## src/rtl/oam_dma_ctrl_pkg.sv

```systemverilog
// Shared types and bus addresses for the sprite DMA engine; also used by the PPU/bus decoder.
`timescale 1ns/1ps
package oam_dma_ctrl_pkg;

    typedef enum logic [1:0] {
        DMA_IDLE,
        DMA_ALIGN,
        DMA_READ,
        DMA_WRITE
    } dma_state_t;

    localparam logic [15:0] DMA_REG_ADDR  = 16'h4014;
    localparam logic [15:0] OAM_DATA_ADDR = 16'h2004;
    localparam int          XFER_LEN_DEF  = 256;

endpackage

```

## src/rtl/oam_dma_ctrl.sv

```systemverilog
// Sprite OAM DMA engine and CPU/DMA bus mux.
// Optional feature macro: OAM_DMA_ODD_ALIGN_EN (holds ALIGN so the first READ falls on an even cycle).
`timescale 1ns/1ps
module oam_dma_ctrl #(
    parameter logic [15:0] DMA_REG_ADDR  = oam_dma_ctrl_pkg::DMA_REG_ADDR,
    parameter logic [15:0] OAM_DATA_ADDR = oam_dma_ctrl_pkg::OAM_DATA_ADDR,
    parameter int          XFER_LEN      = oam_dma_ctrl_pkg::XFER_LEN_DEF
) (
    input  logic        clk,
    input  logic        rst,
    input  logic [15:0] cpu_addr,
    input  logic [7:0]  cpu_wdata,
    input  logic        cpu_read,
    input  logic        cpu_write,
    output logic        cpu_halt,
    input  logic [7:0]  bus_rdata,
    output logic [15:0] bus_addr,
    output logic [7:0]  bus_wdata,
    output logic        bus_read,
    output logic        bus_write,
    output logic        dma_active
);
    import oam_dma_ctrl_pkg::*;

    localparam logic [7:0] LAST_IDX = 8'(XFER_LEN - 1);

    dma_state_t state;
    logic [7:0] page;
    logic [7:0] idx;
    logic [7:0] data_q;
    logic       trigger;
    logic       align_done;

    assign trigger = cpu_write && (cpu_addr == DMA_REG_ADDR);

`ifdef OAM_DMA_ODD_ALIGN_EN
    logic parity;

    always_ff @(posedge clk) begin
        if (rst) begin
            parity <= 1'b0;
        end else begin
            parity <= ~parity;
        end
    end

    // Leave ALIGN only when the following cycle is even, so the first READ is a get cycle.
    assign align_done = parity;
`else
    assign align_done = 1'b1;
`endif

    always_ff @(posedge clk) begin
        if (rst) begin
            state      <= DMA_IDLE;
            cpu_halt   <= 1'b0;
            dma_active <= 1'b0;
            page       <= '0;
            idx        <= '0;
        end else begin
            case (state)
                DMA_ALIGN: begin
                    if (align_done) begin
                        state <= DMA_READ;
                    end
                end
                DMA_READ: begin
                    state <= DMA_WRITE;
                end
                DMA_WRITE: begin
                    if (idx == LAST_IDX) begin
                        idx        <= '0;
                        state      <= DMA_IDLE;
                        cpu_halt   <= 1'b0;
                        dma_active <= 1'b0;
                    end else begin
                        idx   <= idx + 8'd1;
                        state <= DMA_READ;
                    end
                end
                default: begin
                    if (trigger) begin
                        page       <= cpu_wdata;
                        idx        <= '0;
                        state      <= DMA_ALIGN;
                        cpu_halt   <= 1'b1;
                        dma_active <= 1'b1;
                    end
                end
            endcase
        end
    end

    // Read data is held for the following WRITE cycle only.
    always_ff @(posedge clk) begin
        if (state == DMA_READ) begin
            data_q <= bus_rdata;
        end
    end

    always_comb begin
        bus_addr  = cpu_addr;
        bus_wdata = cpu_wdata;
        bus_read  = cpu_read;
        bus_write = cpu_write;
        case (state)
            DMA_ALIGN: begin
                bus_read  = 1'b0;
                bus_write = 1'b0;
            end
            DMA_READ: begin
                bus_addr  = {page, idx};
                bus_read  = 1'b1;
                bus_write = 1'b0;
            end
            DMA_WRITE: begin
                bus_addr  = OAM_DATA_ADDR;
                bus_wdata = data_q;
                bus_read  = 1'b0;
                bus_write = 1'b1;
            end
            default: ;
        endcase
    end

endmodule

```

## config.mk

```make
export PLATFORM = sky130hd
export DESIGN_NAME = oam_dma_ctrl
export DESIGN_NICKNAME = d
export VERILOG_FILES = /design/src/rtl/oam_dma_ctrl_pkg.sv /design/src/rtl/oam_dma_ctrl.sv
export SDC_FILE = /design/constraint.sdc
export NUM_CORES = 1
export LEC_CHECK = 0
export CAP_MARGIN = 20
export CORE_UTILIZATION = 39
export DETAILED_ROUTE_END_ITERATION = 12
export GPL_ROUTABILITY_DRIVEN = 0
export HOLD_SLACK_MARGIN = 0.1
export MAX_ROUTING_LAYER = met4
export PLACE_DENSITY_LB_ADDON = 0.12
export SLEW_MARGIN = 10
export SYNTH_ARGS = -nofsm -noshare
export SYNTH_HDL_FRONTEND = slang
export SYNTH_SLANG_ARGS = --single-unit
```

## constraint.sdc

```tcl
create_clock -name clk -period 1.85 [get_ports clk]
set_input_delay 0.37 -clock clk [delete_from_list [all_inputs] [get_ports clk]]
set_output_delay 0.37 -clock clk [all_outputs]
set_load 0.1 [all_outputs]
```

## Yosys cells after proc, flatten, opt, wreduce, memory -nomap -nowiden

Cells that the tools add are included.

- Bits in registers: 27
- Output and inout bits: 28

- $add $sub $neg: 1
- Equal/unequal tests: 6
- Multiplexer cells: 13
- Bitwise operators: 2
- Reduce and logical (&&, ||, !) cells: 9

Operators with widths:

| cell | count |
|---|---|
| case mux 16 bit (2 select lines) | 1 |
| two-way mux 8 bit | 3 |
| == test 16 x 15 -> 1 bit (second input constant) | 1 |
| case mux 8 bit (2 select lines) | 1 |
| adder 8 x 1 -> 8 bit (second input constant) | 1 |
| == test 8 bit (second input constant) | 1 |
| case mux 1 bit (2 select lines) | 3 |
| case mux 2 bit (3 select lines) | 1 |
| == test 2 bit (second input constant) | 2 |
| two-way mux 2 bit | 2 |
| AND reduction 2 bit | 2 |
| nonzero test 4 bit | 1 |
| OR reduction 2 bit | 2 |
| AND reduction 3 bit | 1 |
| OR reduction 3 bit | 1 |
| == test 2 x 1 -> 1 bit (second input constant) | 1 |
| two-way mux 1 bit | 2 |
| inequality test 2 bit (second input constant) | 1 |
| NOT 1 bit | 2 |
| nonzero test 2 bit | 1 |
| logical AND 1 bit | 1 |

## Logic depth before layout (Yosys ltp)

- Word-level depth: 4
- Gate-level depth with buffers: 7
- Depth with buffers taken out: 6

## Least setup slack after synthesis

Ideal clock, no wire load.

- Path type: flip-flop to output port
- Start: register state[0]
- End: output port bus_write
- Data arrival time: 2918 ps
- Required time: 1480 ps
- Path slack: -1438 ps
- Cell stages (with the launch flop): 5
- Cells stage by stage: dfxtp_1 -> ha_1 -> clkbuf_8 -> inv_1 -> o21ai_0

- Longest elaborated chain between the ends: 3
- Elaborated cells between the ends (all ways): 5
- Those cells by class: 3 x eq/ne; 1 x mux; 1 x reduce/logical

Ends and longest elaborated chain:

| item | line | source |
|---|---|---|
| start: declaration | oam_dma_ctrl.sv:27 | `dma_state_t state;` |
| start signal: assignment | oam_dma_ctrl.sv:55 | `state <= DMA_IDLE;` |
| start signal: assignment | oam_dma_ctrl.sv:64 | `state <= DMA_READ;` |
| start signal: assignment | oam_dma_ctrl.sv:68 | `state <= DMA_WRITE;` |
| == test 2 bit / == test 2 x 1 -> 1 bit (equally long branches) | oam_dma_ctrl.sv:106 | `case (state)` |
| OR reduction 2 bit (no source line) | -- |  |
| case mux 1 bit (2 select lines) * | oam_dma_ctrl.sv:106 |  |
| end: declaration | oam_dma_ctrl.sv:20 | `output logic bus_write,` |

Every way passes the cells marked *; elsewhere a longest branch is shown, timed or not.

## Worst setup path after layout

- Start: register state[0]
- End: output port bus_addr[12]

- Longest elaborated chain between the ends: 2
- Elaborated cells between the ends (all ways): 3
- Those cells by class: 2 x eq/ne; 1 x mux

Ends and longest elaborated chain:

| item | line | source |
|---|---|---|
| == test 2 bit | oam_dma_ctrl.sv:106 |  |
| case mux 16 bit (2 select lines) * | oam_dma_ctrl.sv:106 |  |
| end: declaration | oam_dma_ctrl.sv:17 | `output logic [15:0] bus_addr,` |

Marked as above.

==> impl_metrics.csv <==
group,metric,value,unit
global_route,overflow,0,
global_route,grtUsageMet3,6.03,%
status,status,"finished, violations left",
global_route,grt_use_met2,48.6,%
global_route,busiest_layer,"met2",
die,die_area,4350,sq um
worst_hold_path,hp-class,"register to register",
sta,rsz0062_at_grt,"yes",
global_route,antenna_found_initial,0,
sta,setup_viol,25,
critical_path,r2r_cells,6,
power,ir_drop,480,uV
sta,setup_ws,-0.0783,ns
finish,area_delta_synth_final,93.2,%
sta,relSlewSlack,73.7,%
place,dp_hpwl,3.68,mm
synth,post_synth_most_frequent_cells,"dfxtp_1, nor2_1, a22o_1, mux2i_1, a21oi_1",
critical_path,start_kind,"register",
global_route,grt_pass1_wl,8.85,mm
synth,synth_area_leaders,"dfxtp_1, edfxtp_1, a22o_1",
die,fp.dieW,65.9,microns
clock_tree,numClockSinks,27,
finish,stdcell_count,294,
synth,syn_area,1590,sq um
synth,syn_area_per_cell,9.96,sq um
sta,hold_violations,0,
route,drtAntennaViolNets,0,
sta,clock.fmax,0.519,GHz
synth,yosys.area.top_type,"dfxtp_1",
finish,diodes,0,
critical_path,critPathMostFrequentCell,"buf_12",
synth,synth.net_count,201,
sta,worstMarginPinSlew,0.394,ns
finish,n_fill_cell,188,
synth,netlist_instances,160,
sta,period_share,104,%
sta,min_period,1.93,ns
sta,final_max_slew_viol_count,0,
status,violations,"negative setup slack",
sta,holdWs,0.544,ns
critical_path,crit_required,1.48,ns
critical_path,critPathKind,"register to output port",
flow_run,drv_cap,0,
finish,multiInputGateArea,1140,sq um
critical_path,cpPeakStageDelay,0.38,ns
finish,finish.utilization,81.1,%
die,pin_count,64,
clock_tree,insertion_delay,0.28,ns
finish,drive_gt1_share,43.9,%
synth,ys_seq_area_share,38.9,%
synth,synth_edf_count,8,
global_route,grt_pass1_vias,1808,
power,p_leak,1.31,nW
synth,yosys_warnings,0,
route,dr.pass1.iters,4,
clock_tree,cts_tree,"yes",
critical_path,rrSetupSlack,0.18,ns
place,port_buffers,63,
route,wl_per_cell,19.1,microns
global_route,use_met1,31.1,%
route,drt_iter0_markers,163,
critical_path,slowest_stage,"dfxtp_4",
synth,synth_cell_types,45,
critical_path,path_max_fanout,11,
place,dp.cells,283,
die,start_util,42.0,%
synth,ys_ff_latch,27,
critical_path,regToRegStartpoint,"idx[1]",
finish,layout.nets,288,
synth,async_reset_ff_share,0,%
synth,synth.most_common_cell,"dfxtp_1",
clock_tree,cts_buffers,3,
synth,synthFlopType,"dfxtp_1",
critical_path,end_kind,"output port",
global_route,grt.total_usage,28.2,%
finish,regArea,628,sq um
clock_tree,cts_root_buf,"clkbuf_8",
die,dieHeight,65.9,microns
sta,skew,0.00986,ns
critical_path,worstPathCellList,"inv_4, ha_4, nor2_4, buf_12, a22o_4, buf_12",
clock_tree,clk_pin_slew,0.10,ns
critical_path,critPathCapture,"bus_addr[12]",
critical_path,crit_cells,6,
critical_path,startpoint,"state[0]",
die,core_area,3800,sq um
critical_path,r2r_end,"state[1]",
critical_path,cp_top_family,"flip-flops",
global_route,grt_max_degree,19,
critical_path,worstPathArrival,1.56,ns
route,routed_wl,5.62,mm
synth,synth.top_cell.area_share,23.9,%
power,power.density,487,nW/um^2
clock_tree,htreeDepth,1,
die,row_count,22,
critical_path,cp.buffers_inverters,3,
route,drt_drc_violations_left,0,
route,viasPerCell,5.76,
route,via_count,1694,
clock_tree,clk_path_buf_depth,2,
-- tightest hold or removal path, delay by kind of cell, from the launching register on --
family	cells	cell delay (ns)
flip-flops	1	0.36
AND/OR/NAND/NOR	1	0.08
multiplexers	1	0.08
-- sequential cells by signal (all words and copies together), names as in the netlist --
signal	flops
idx	8
dma_active	1
state	2
data_q	8
page	8
-- cell type report --
class	instances	share of cell area [%]
inverter	5	0.813
tap	48	1.95
multi-input combinational	118	37.0
clock buffer	3	1.34
clock inverter	1	0.163
timing repair buffer	92	38.3
sequential	27	20.4
-- cells in the final DEF, fill, tap and decap left out, types with 2 or more instances in the layout --
| cell type | instances |
|---|---|
| clkdlybuf4s50_1 | 30 |
| mux2_4 | 9 |
| dlymetal6s2s_1 | 5 |
| ha_4 | 3 |
| nand2_1 | 7 |
| nor2_1 | 14 |
| ha_1 | 2 |
| nor3_1 | 2 |
| edfxtp_1 | 8 |
| nand2_4 | 2 |
| a21oi_1 | 10 |
| nand3_1 | 4 |
| o21ai_1 | 2 |
| a22o_4 | 14 |
| buf_4 | 22 |
| dfxtp_1 | 17 |
| o21ai_0 | 5 |
| buf_12 | 29 |
| o32ai_1 | 2 |
| dfxtp_4 | 2 |
| buf_6 | 5 |
| or3_1 | 2 |
| clkbuf_8 | 3 |
| and3_1 | 2 |
| inv_1 | 2 |
| mux2i_1 | 11 |
-- logic make-up after synthesis --
group           synth area share (%)
mux                             14.2
simple gates                    17.7
compound gates                  20.0
buf+inv                         5.18
flops                           38.9
fa+ha+maj                       3.92
-- layer usage --
layer | share of wire (%) | up-vias
li1 | - | 778
met1 | 38 | 813
met2 | 54 | 84
met3 | 5.2 | 19
met4 | 3.2 | 0
met5 | 0 | -
-- worst min-delay path by stage --
stage            start  endpoint  slack [ns]  depth (start not counted)
2_1_floorplan  page[5]   page[5]        0.46                          2
3_3_place_gp   page[2]   page[2]        0.48                          2
3_5_place_dp   page[2]   page[2]        0.49                          2
4_1_cts        page[5]   page[5]        0.52                          2
5_1_grt        page[4]   page[4]        0.58                          2
6_report       page[1]   page[1]        0.54                          2
-- where the power goes --
part           total, W  internal [W]  switching [W]
Combinational  0.000545      0.000238       0.000307
Clock          0.000351      0.000152       0.000199
Sequential     0.000605      0.000605   0.0000000391
-- through the flow --
| stage | setup TNS, ns | total power (W) | cell area [sq um] | worst slack [ns] |
|---|---|---|---|---|
| 4_1_cts | -1.13 | 0.00150 | 2990 | -0.0688 |
| 5_1_grt | -2.54 | 0.00154 | 3080 | -0.133 |
| 3_5_place_dp | -6.84 | 0.00115 | 2810 | -0.401 |
| 2_1_floorplan | 0 | 0.000903 | 1740 | 0.00825 |
| 3_3_place_gp | -4.73 | 0.00115 | 2810 | -0.275 |
| 6_report | -1.51 | 0.00150 | 3080 | -0.0783 |
-- timing repair --
item / in CTS / in global routing
setup endpoints to repair: 43 / 44
endpoints found under the hold margin: 0 / 0
hold buffers: 0 / 0
resized for setup: 27 / 17
pin swaps: 2 / 10
buffers inserted: 2 / 5
Power figures use the tool's default switching activity.
